===== src/rtl/mem_arb_pkg.sv =====
// Shared types and defaults for the unified I/D memory port arbiter.
package mem_arb_pkg;

    localparam int unsigned MAX_STARVE = 3;
    localparam int unsigned BE_W       = 4;

    typedef enum logic [1:0] {
        OWN_NONE = 2'd0,
        OWN_IF   = 2'd1,
        OWN_LS   = 2'd2
    } owner_e;

    // Counter width able to hold 0..max_val, never narrower than one bit.
    function automatic int unsigned cnt_width(input int unsigned max_val);
        return (max_val < 1) ? 1 : $clog2(max_val + 1);
    endfunction

endpackage


===== src/rtl/arb_starve_cnt.sv =====
// Saturating count of consecutive fetch denials; sat_o forces the next fetch grant.
module arb_starve_cnt
    import mem_arb_pkg::*;
#(
    parameter int unsigned MaxStarve = MAX_STARVE
) (
    input  logic clk_i,
    input  logic rst_ni,
    input  logic inc_i,
    input  logic clr_i,
    output logic sat_o
);

    localparam int unsigned CntW = cnt_width(MaxStarve);
    localparam logic [CntW-1:0] CntMax = CntW'(MaxStarve);

    logic [CntW-1:0] cnt_q;

    // Clear wins over increment; the count holds once it reaches CntMax.
    always_ff @(posedge clk_i) begin
        if (!rst_ni) begin
            cnt_q <= '0;
        end else if (clr_i) begin
            cnt_q <= '0;
        end else if (inc_i && (cnt_q != CntMax)) begin
            cnt_q <= cnt_q + CntW'(1);
        end
    end

    assign sat_o = (cnt_q == CntMax);

endmodule


===== src/rtl/mem_port_arbiter.sv =====
// Arbitrates one single-port synchronous memory between instruction fetch and the LSU,
// LSU-first with a starvation guard for fetch, and steers each response to its issuer.
module mem_port_arbiter
    import mem_arb_pkg::*;
#(
    parameter int unsigned Width     = 32,
    parameter int unsigned AddrW     = 13,
    parameter int unsigned MaxStarve = MAX_STARVE
) (
    input  logic             clk_i,
    input  logic             rst_ni,

    input  logic             if_req_i,
    input  logic [AddrW-1:0] if_addr_i,
    input  logic             if_flush_i,
    output logic             if_gnt_o,
    output logic             if_rvalid_o,
    output logic [Width-1:0] if_rdata_o,

    input  logic             ls_req_i,
    input  logic             ls_we_i,
    input  logic [BE_W-1:0]  ls_be_i,
    input  logic [AddrW-1:0] ls_addr_i,
    input  logic [Width-1:0] ls_wdata_i,
    output logic             ls_gnt_o,
    output logic             ls_rvalid_o,
    output logic [Width-1:0] ls_rdata_o,

    output logic             mem_req_o,
    output logic             mem_we_o,
    output logic [BE_W-1:0]  mem_be_o,
    output logic [AddrW-1:0] mem_addr_o,
    output logic [Width-1:0] mem_wdata_o,
    input  logic [Width-1:0] mem_rdata_i,

    output logic             stall_if_o
);

    owner_e owner_q;
    owner_e owner_d;
    logic   store_q;
    logic   flush_q;
    logic   starve_sat;

    arb_starve_cnt #(
        .MaxStarve (MaxStarve)
    ) u_starve_cnt (
        .clk_i  (clk_i),
        .rst_ni (rst_ni),
        .inc_i  (if_req_i & ~if_gnt_o),
        .clr_i  (if_gnt_o | ~if_req_i),
        .sat_o  (starve_sat)
    );

    // Fetch wins only when the LSU is idle or fetch has been starved long enough.
    assign if_gnt_o   = rst_ni & if_req_i & (~ls_req_i | starve_sat);
    assign ls_gnt_o   = rst_ni & ls_req_i & ~if_gnt_o;
    assign stall_if_o = if_req_i & ~if_gnt_o;

    // The granted requester drives the memory port in its grant cycle.
    always_comb begin
        mem_req_o   = if_gnt_o | ls_gnt_o;
        mem_we_o    = 1'b0;
        mem_be_o    = '0;
        mem_addr_o  = ls_addr_i;
        mem_wdata_o = '0;
        if (if_gnt_o) begin
            mem_be_o   = '1;
            mem_addr_o = if_addr_i;
        end else if (ls_gnt_o) begin
            mem_we_o    = ls_we_i;
            mem_be_o    = ls_be_i;
            mem_wdata_o = ls_wdata_i;
        end
    end

    always_comb begin
        owner_d = OWN_NONE;
        if (if_gnt_o) begin
            owner_d = OWN_IF;
        end else if (ls_gnt_o) begin
            owner_d = OWN_LS;
        end
    end

    // A flush hits the outstanding fetch response if there is one, otherwise the
    // fetch being granted alongside it.
    always_ff @(posedge clk_i) begin
        if (!rst_ni) begin
            owner_q <= OWN_NONE;
            store_q <= 1'b0;
            flush_q <= 1'b0;
        end else begin
            owner_q <= owner_d;
            store_q <= ls_gnt_o & ls_we_i;
            flush_q <= if_gnt_o & if_flush_i & (owner_q != OWN_IF);
        end
    end

    // Response mux: only the owner sees memory data; a reset in the response cycle drops it.
    always_comb begin
        if_rvalid_o = 1'b0;
        if_rdata_o  = '0;
        ls_rvalid_o = 1'b0;
        ls_rdata_o  = '0;
        if (rst_ni) begin
            case (owner_q)
                OWN_IF: begin
                    if (!flush_q && !if_flush_i) begin
                        if_rvalid_o = 1'b1;
                        if_rdata_o  = mem_rdata_i;
                    end
                end
                OWN_LS: begin
                    ls_rvalid_o = 1'b1;
                    if (!store_q) begin
                        ls_rdata_o = mem_rdata_i;
                    end
                end
                default: ;
            endcase
        end
    end

endmodule


===== config.mk =====
export PLATFORM = sky130hd
export DESIGN_NAME = mem_port_arbiter
export DESIGN_NICKNAME = d
export VERILOG_FILES = /design/src/rtl/mem_arb_pkg.sv /design/src/rtl/arb_starve_cnt.sv /design/src/rtl/mem_port_arbiter.sv
export SDC_FILE = /design/constraint.sdc
export NUM_CORES = 1
export LEC_CHECK = 0
export CAP_MARGIN = 20
export CORE_AREA = 2 2 85 87
export CTS_BUF_LIST = sky130_fd_sc_hd__clkbuf_8 sky130_fd_sc_hd__clkbuf_16
export DETAILED_ROUTE_END_ITERATION = 16
export DIE_AREA = 0 0 87 89
export PLACE_DENSITY = 0.81
export SLEW_MARGIN = 30
export SYNTH_ARGS = -nofsm -noshare
export SYNTH_HDL_FRONTEND = slang
export SYNTH_SLANG_ARGS = --single-unit

===== constraint.sdc =====
create_clock -name clk_i -period 2.39 [get_ports clk_i]
set_input_delay 0.478 -clock clk_i [delete_from_list [all_inputs] [get_ports clk_i]]
set_output_delay 0.478 -clock clk_i [all_outputs]
set_load 0.01 [all_outputs]

# [Word-level counts from Yosys, hierarchy flattened]
# Cells that the tools add are included.
[classes] add_sub_neg=1 n_eq_ne=5 n_mux=20 bitwise_logic=15 reduce_logical=6
[ops] op="two-way mux 32 bit" count=8
[ops] op="two-way mux 13 bit" count=1
[ops] op="bitwise AND 1 bit" count=8
[ops] op="two-way mux 1 bit" count=8
[ops] op="two-way mux 4 bit" count=2
[ops] op="== test 2 bit, second input constant" count=2
[ops] op="inverter 1 bit" count=4
[ops] op="OR reduction 2 bit" count=2
[ops] op="OR 1 bit" count=3
[ops] op="adder 2 x 1 -> 2 bit, second input constant" count=1
[ops] op="== test 2 x 1 -> 1 bit, second input constant" count=1
[ops] op="logical AND 1 bit" count=2
[ops] op="zero test 1 bit" count=2
[ops] op="two-way mux 2 bit" count=1
[ops] op="inequality test 2 x 1 -> 1 bit, second input constant" count=1
[ops] op="inequality test 2 bit, second input constant" count=1
[word_totals] regBits=6 out_inout_bits=120 wordCells=52

# [Longest topological paths before layout]
# Gate-level depths: netlist (run 1).
[depth] word_depth=7 depth_mapped=5

# [Cells and area by module]
# From an unflattened synthesis (run 1), not the netlist that was laid out.
[hier_totals] hier_cells=161 hier_area_um2=1233.7
[by_module_without_submodules] mod="mem_port_arbiter" instances=1 cells_per_inst=152 area_each_um2=1134.8 seq_area_each_um2=80.1
[by_module_without_submodules] mod="arb_starve_cnt" instances=1 cells_per_inst=9 area_each_um2=98.8 seq_area_each_um2=40.0

# [Worst setup path after synthesis (run 1)]
# OpenSTA, ideal clock, no wires.
[synth_timing] kind="register -> output" startpoint="register u_starve_cnt.cnt_q[0]" endpoint="output mem_addr_o[10]" arrival_time_ns=1.302 path_slack_ns=0.610 stages_incl_launch_ff=6 cell_sequence="dfxtp_1 -> ha_1 -> nor2b_1 -> nor2_2 -> buf_6 -> mux2_1"
[synth_between] elab_chain_cells=4
[synth_lines] element="from (decl)" line="arb_starve_cnt.sv:17" rtl="logic [CntW-1:0] cnt_q;"
[synth_lines] element="from (signal assigned)" line="arb_starve_cnt.sv:26" rtl="cnt_q <= cnt_q + CntW'(1);"
[synth_lines] element="== test 2 bit" line="arb_starve_cnt.sv:30" rtl="assign sat_o = (cnt_q == CntMax);"
[synth_lines] element="OR 1 bit" line="mem_port_arbiter.sv:56" rtl="assign if_gnt_o = rst_ni & if_req_i & (~ls_req_i | starve_sat);"
[synth_lines] element="bitwise AND 1 bit" line="mem_port_arbiter.sv:56"
[synth_lines] element="net if_gnt_o" line="mem_port_arbiter.sv:16" rtl="output logic if_gnt_o,"
[synth_lines] element="two-way mux 13 bit" line="mem_port_arbiter.sv:67" rtl="if (if_gnt_o) begin"
[synth_lines] element="to (decl)" line="mem_port_arbiter.sv:32" rtl="output logic [AddrW-1:0] mem_addr_o,"
# The timed path passes the listed nets, and every way through them passes these cells.

# [Worst setup path in the final report (run 1)]
[layout_timing] startpoint="input ls_req_i" endpoint="output mem_addr_o[8]"
[layout_between] elab_chain_cells=4
[layout_lines] element="from (decl)" line="mem_port_arbiter.sv:20" rtl="input logic ls_req_i,"
[layout_lines] element="inverter 1 bit" line="mem_port_arbiter.sv:56"
[layout_lines] element="OR 1 bit" line="mem_port_arbiter.sv:56"
[layout_lines] element="bitwise AND 1 bit" line="mem_port_arbiter.sv:56"
[layout_lines] element="two-way mux 13 bit" line="mem_port_arbiter.sv:67"
# Every way passes these cells.

==> qor.json, run 1 <==
{
  "status": {"value": "completed"},
  "wl_met2": {"value": 3.73, "unit": "mm"},
  "synth.largest_area_cell": {"value": "sky130_fd_sc_hd__and2_1"},
  "crit_path_cell_trace": {"value": "dlygate4sd2_1, nor2b_2, nor2_4, buf_6, buf_4, mux2_2, clkdlybuf4s15_1"},
  "fillCellCount": {"value": 637},
  "cts.path.max_buffers": {"value": 2},
  "synth_area_leaders": {"value": "sky130_fd_sc_hd__and2_1, sky130_fd_sc_hd__mux2_2, sky130_fd_sc_hd__dfxtp_1"},
  "power_switching_share": {"value": 27.7, "unit": "%"},
  "globalRoute.totalOverflow": {"value": 0},
  "design_area": {"value": 3700, "unit": "µm²"},
  "post_route_cells_drive_above_1_share": {"value": 13.5, "unit": "%"},
  "power.leakage": {"value": 0.00223, "unit": "µW"},
  "maxClockFrequency": {"value": 0.429, "unit": "GHz"},
  "placementRows": {"value": 30},
  "crit_path_start": {"value": "ls_req_i"},
  "setup.reg_to_reg.worst_slack": {"value": 1.10, "unit": "ns"},
  "cap_violations": {"value": 0},
  "timing.max_slew.rel_slack": {"value": 78.2, "unit": "%"},
  "synthCells": {"value": 150},
  "cells_on_worst_reg2reg_path": {"value": 6},
  "min_period": {"value": 2.33, "unit": "ns"},
  "final_common_cell": {"value": "sky130_fd_sc_hd__clkdlybuf4s50_1"},
  "coreArea": {"value": 6720, "unit": "µm²"},
  "timing_hold_violations_final": {"value": 0},
  "postSynthRegisterBits": {"value": 6},
  "wire_length_of_the_first_global_routing_pass": {"value": 8.92, "unit": "mm"},
  "via_count": {"value": 1921},
  "mappedNetlistArea": {"value": 1150, "unit": "µm²"},
  "worst_setup_slack_after_placement": {"value": -0.464, "unit": "ns"},
  "critPathRequiredTime": {"value": 1.91, "unit": "ns"},
  "critPathLaunchType": {"value": "input pin"},
  "synth-warning-count": {"value": 0},
  "drc": {"value": 0},
  "synth-seq-area-share": {"value": 10.5, "unit": "%"},
  "clk_root_buffer_cell": {"value": "sky130_fd_sc_hd__clkbuf_8"},
  "io_buffers": {"value": 219},
  "timing.final.setup_violations": {"value": 0},
  "final_antenna_net_count": {"value": 0},
  "worstPathArrival": {"value": 1.85, "unit": "ns"},
  "route.top_layer_used": {"value": "met4"},
  "internal_power": {"value": 500, "unit": "µW"},
  "power_spent_charging_and_discharging_nets": {"value": 192, "unit": "µW"},
  "synth_nets": {"value": 251},
  "synth_cell_types": {"value": 24},
  "cts.clk_slew.worst_paths": {"value": 0.04, "unit": "ns"},
  "final_net_count": {"value": 489},
  "finish.utilization": {"value": 55.0, "unit": "%"},
  "pwr-share-seq": {"value": 15.5, "unit": "%"},
  "min_delay_worst_type": {"value": "reg -> reg"},
  "synth_top_cell_area_share": {"value": 53.5, "unit": "%"},
  "post-dp-hpwl": {"value": 5.18, "unit": "mm"},
  "die_h": {"value": 89, "unit": "µm"},
  "wirelength_routed": {"value": 6.78, "unit": "mm"},
  "hold_depth": {"value": 1},
  "rr_endpoint": {"value": "flush_q"},
  "cts_max_level": {"value": 1},
  "finClkSkew": {"value": 0.00563, "unit": "ns"},
  "met3_wire_length": {"value": 746, "unit": "µm"},
  "power.share.combinational": {"value": 61.2, "unit": "%"},
  "initialDrtViolationCount": {"value": 17},
  "place.gp.congestion": {"value": 0.761},
  "clkPwrFrac": {"value": 23.3, "unit": "%"},
  "antenna_violations_before_repair": {"value": 0},
  "min_to": {"value": "u_starve_cnt.cnt_q[0]"},
  "avgSynthCellArea": {"value": 7.64, "unit": "µm²"},
  "wl_met1": {"value": 2.22, "unit": "mm"},
  "top_library_cells_by_usage_in_the_layout_fill_and_taps_aside": {"value": "sky130_fd_sc_hd__clkdlybuf4s50_1, sky130_fd_sc_hd__and2_1, sky130_fd_sc_hd__dlygate4sd2_1"},
  "timing.critical_path.fanout_max": {"value": 5},
  "path_class": {"value": "in -> out"},
  "grt_pass1_vias": {"value": 1908},
  "detailed_place.area": {"value": 3470, "unit": "µm²"},
  "floorplan.initialDensity": {"value": 17.1, "unit": "%"},
  "globalRouteTotalUtil": {"value": 14.9, "unit": "%"},
  "worstHoldStart": {"value": "u_starve_cnt.cnt_q[0]"},
  "final.setup.worst_slack": {"value": 0.0604, "unit": "ns"},
  "floorplan.die_area": {"value": 7740, "unit": "µm²"},
  "design.portCount": {"value": 220},
  "drt-vias-per-instance": {"value": 4.12},
  "drt_pass_1_iters": {"value": 4},
  "worst_path_max_delay_cell": {"value": "sky130_fd_sc_hd__mux2_2"},
  "average_detailed_routed_wire_length_per_instance": {"value": 14.5, "unit": "µm"},
  "maximum_number_of_pins_on_one_net_before_global_route_repair": {"value": 33},
  "power.density": {"value": 187, "unit": "nW/µm²"},
  "inserted_diodes": {"value": 0},
  "total_neg_setup_slack": {"value": 0, "unit": "ns"},
  "max-vdd-ir-drop": {"value": 238, "unit": "µV"},
  "postCtsHoldBufs": {"value": 0},
  "cts_buffers": {"value": 3},
  "flow.area_growth_from_synthesis": {"value": 222, "unit": "%"},
  "clock_tree_from_tritoncts": {"value": "yes"},
  "clock_network_latency_to_the_later_pin_of_the_worst_skew_pair": {"value": 0.23, "unit": "ns"},
  "end_kind": {"value": "primary output"},
  "clkSinkCount": {"value": 6},
  "worst_r2r_startpoint": {"value": "u_starve_cnt.cnt_q[0]"},
  "timing.critical_path.slowest_cell_delay": {"value": 0.32, "unit": "ns"},
  "final-max-slew-violation-count": {"value": 0},
  "post_route_fraction_of_the_period_consumed_by_the_critical_path": {"value": 97.5, "unit": "%"},
  "die_width": {"value": 87, "unit": "µm"},
  "tightestPinTransition": {"value": 0.326, "unit": "ns"}
}
[flip-flops by register name, indices dropped and copies added, names as in the netlist]
| register | count |
|---|---|
| flush_q | 1 |
| store_q | 1 |
| owner_q | 2 |
| u_starve_cnt.cnt_q | 2 |
[through the flow]
stage / hold slack (ns) / cells / total power [µW]
after floorplan: 0.405 / 150 / 225
after global placement: 0.416 / 448 / 534
after detailed placement: 0.431 / 448 / 540
after CTS: 0.437 / 462 / 693
after global routing: 0.455 / 466 / 733
final: 0.450 / 466 / 692
[how the worst max path moves through the flow]
stage / endpoint / cells past startpoint
final: mem_addr_o[8] / 7
after detailed placement: mem_addr_o[2] / 6
after CTS: mem_addr_o[6] / 7
after floorplan: mem_addr_o[10] / 5
after global routing: mem_addr_o[10] / 7
after global placement: mem_wdata_o[1] / 6
[worst max-delay path, delay by kind of cell]
kind | cells | cell delay [ns]
buf+inv | 4 | 0.74
simple gates | 2 | 0.32
mux | 1 | 0.32
[layout make-up]
type	instances	area, µm²	area share (%)
timing repair buffer	244	2470	66.9
multi-input combinational	133	962	26.0
sequential	6	120	3.25
tap	80	100	2.71
clock buffer	3	41.3	1.12
[Yosys cell counts]
| cell type | instances |
|---|---|
| sky130_fd_sc_hd__nor4b_4 | 1 |
| sky130_fd_sc_hd__and3_1 | 1 |
| sky130_fd_sc_hd__and2_4 | 1 |
| sky130_fd_sc_hd__nor3b_1 | 1 |
| sky130_fd_sc_hd__buf_4 | 1 |
| sky130_fd_sc_hd__mux2_1 | 1 |
| sky130_fd_sc_hd__a21o_1 | 4 |
| sky130_fd_sc_hd__o21a_1 | 1 |
| sky130_fd_sc_hd__nor2_1 | 2 |
| sky130_fd_sc_hd__and2_1 | 98 |
| sky130_fd_sc_hd__mux2_2 | 12 |
| sky130_fd_sc_hd__nor3_2 | 1 |
| sky130_fd_sc_hd__nor2b_1 | 2 |
| sky130_fd_sc_hd__clkbuf_1 | 3 |
| sky130_fd_sc_hd__a21boi_0 | 1 |
| sky130_fd_sc_hd__nand2_1 | 2 |
| sky130_fd_sc_hd__and4_1 | 1 |
| sky130_fd_sc_hd__dfxtp_1 | 6 |
| sky130_fd_sc_hd__a21boi_4 | 1 |
| sky130_fd_sc_hd__ha_1 | 1 |
| sky130_fd_sc_hd__nand2b_1 | 1 |
| sky130_fd_sc_hd__nor2_2 | 1 |
| sky130_fd_sc_hd__clkbuf_2 | 2 |
| sky130_fd_sc_hd__buf_6 | 5 |
[per-layer routing]
layer	track usage, %	vias up
li1	-	944
met3	5.17	6
met5	0	-
met2	30.5	133
met1	13.7	838
met4	4.26	0
[logic make-up (layout without fill, tap and decap cells)]
group           after synthesis  count (layout)  share of synthesized area [%]
compound gates                7               7                           5.57
fa+ha+maj                     1               1                           1.09
buf+inv                      11             247                           7.42
flops                         6               6                           10.5
mux                          13              13                           12.8
simple gates                112             112                           62.7
[power groups by stage]
stage,clock (µW),sequential [µW],combinational [µW]
after floorplan,0,107,117
after global placement,0,108,426
after detailed placement,0,108,432
after CTS,167,106,419
after global routing,173,107,453
final,161,107,424
[timing repair]
item / in CTS / in global routing
pin swaps: 3 / 1
gates cloned: 4 / 2
gates resized for setup: 103 / 42
setup buffers: 7 / 2
hold endpoints to repair: 0 / 0
endpoints found under the setup margin: 119 / 80
Power figures use the tool's default switching activity.
==> run 2, diff against run 1 <==
- GPL_ROUTABILITY_DRIVEN: not set -> 0
==> results of run 2 <==
The final DEF is identical to that of run 1; final timing and power are the same.
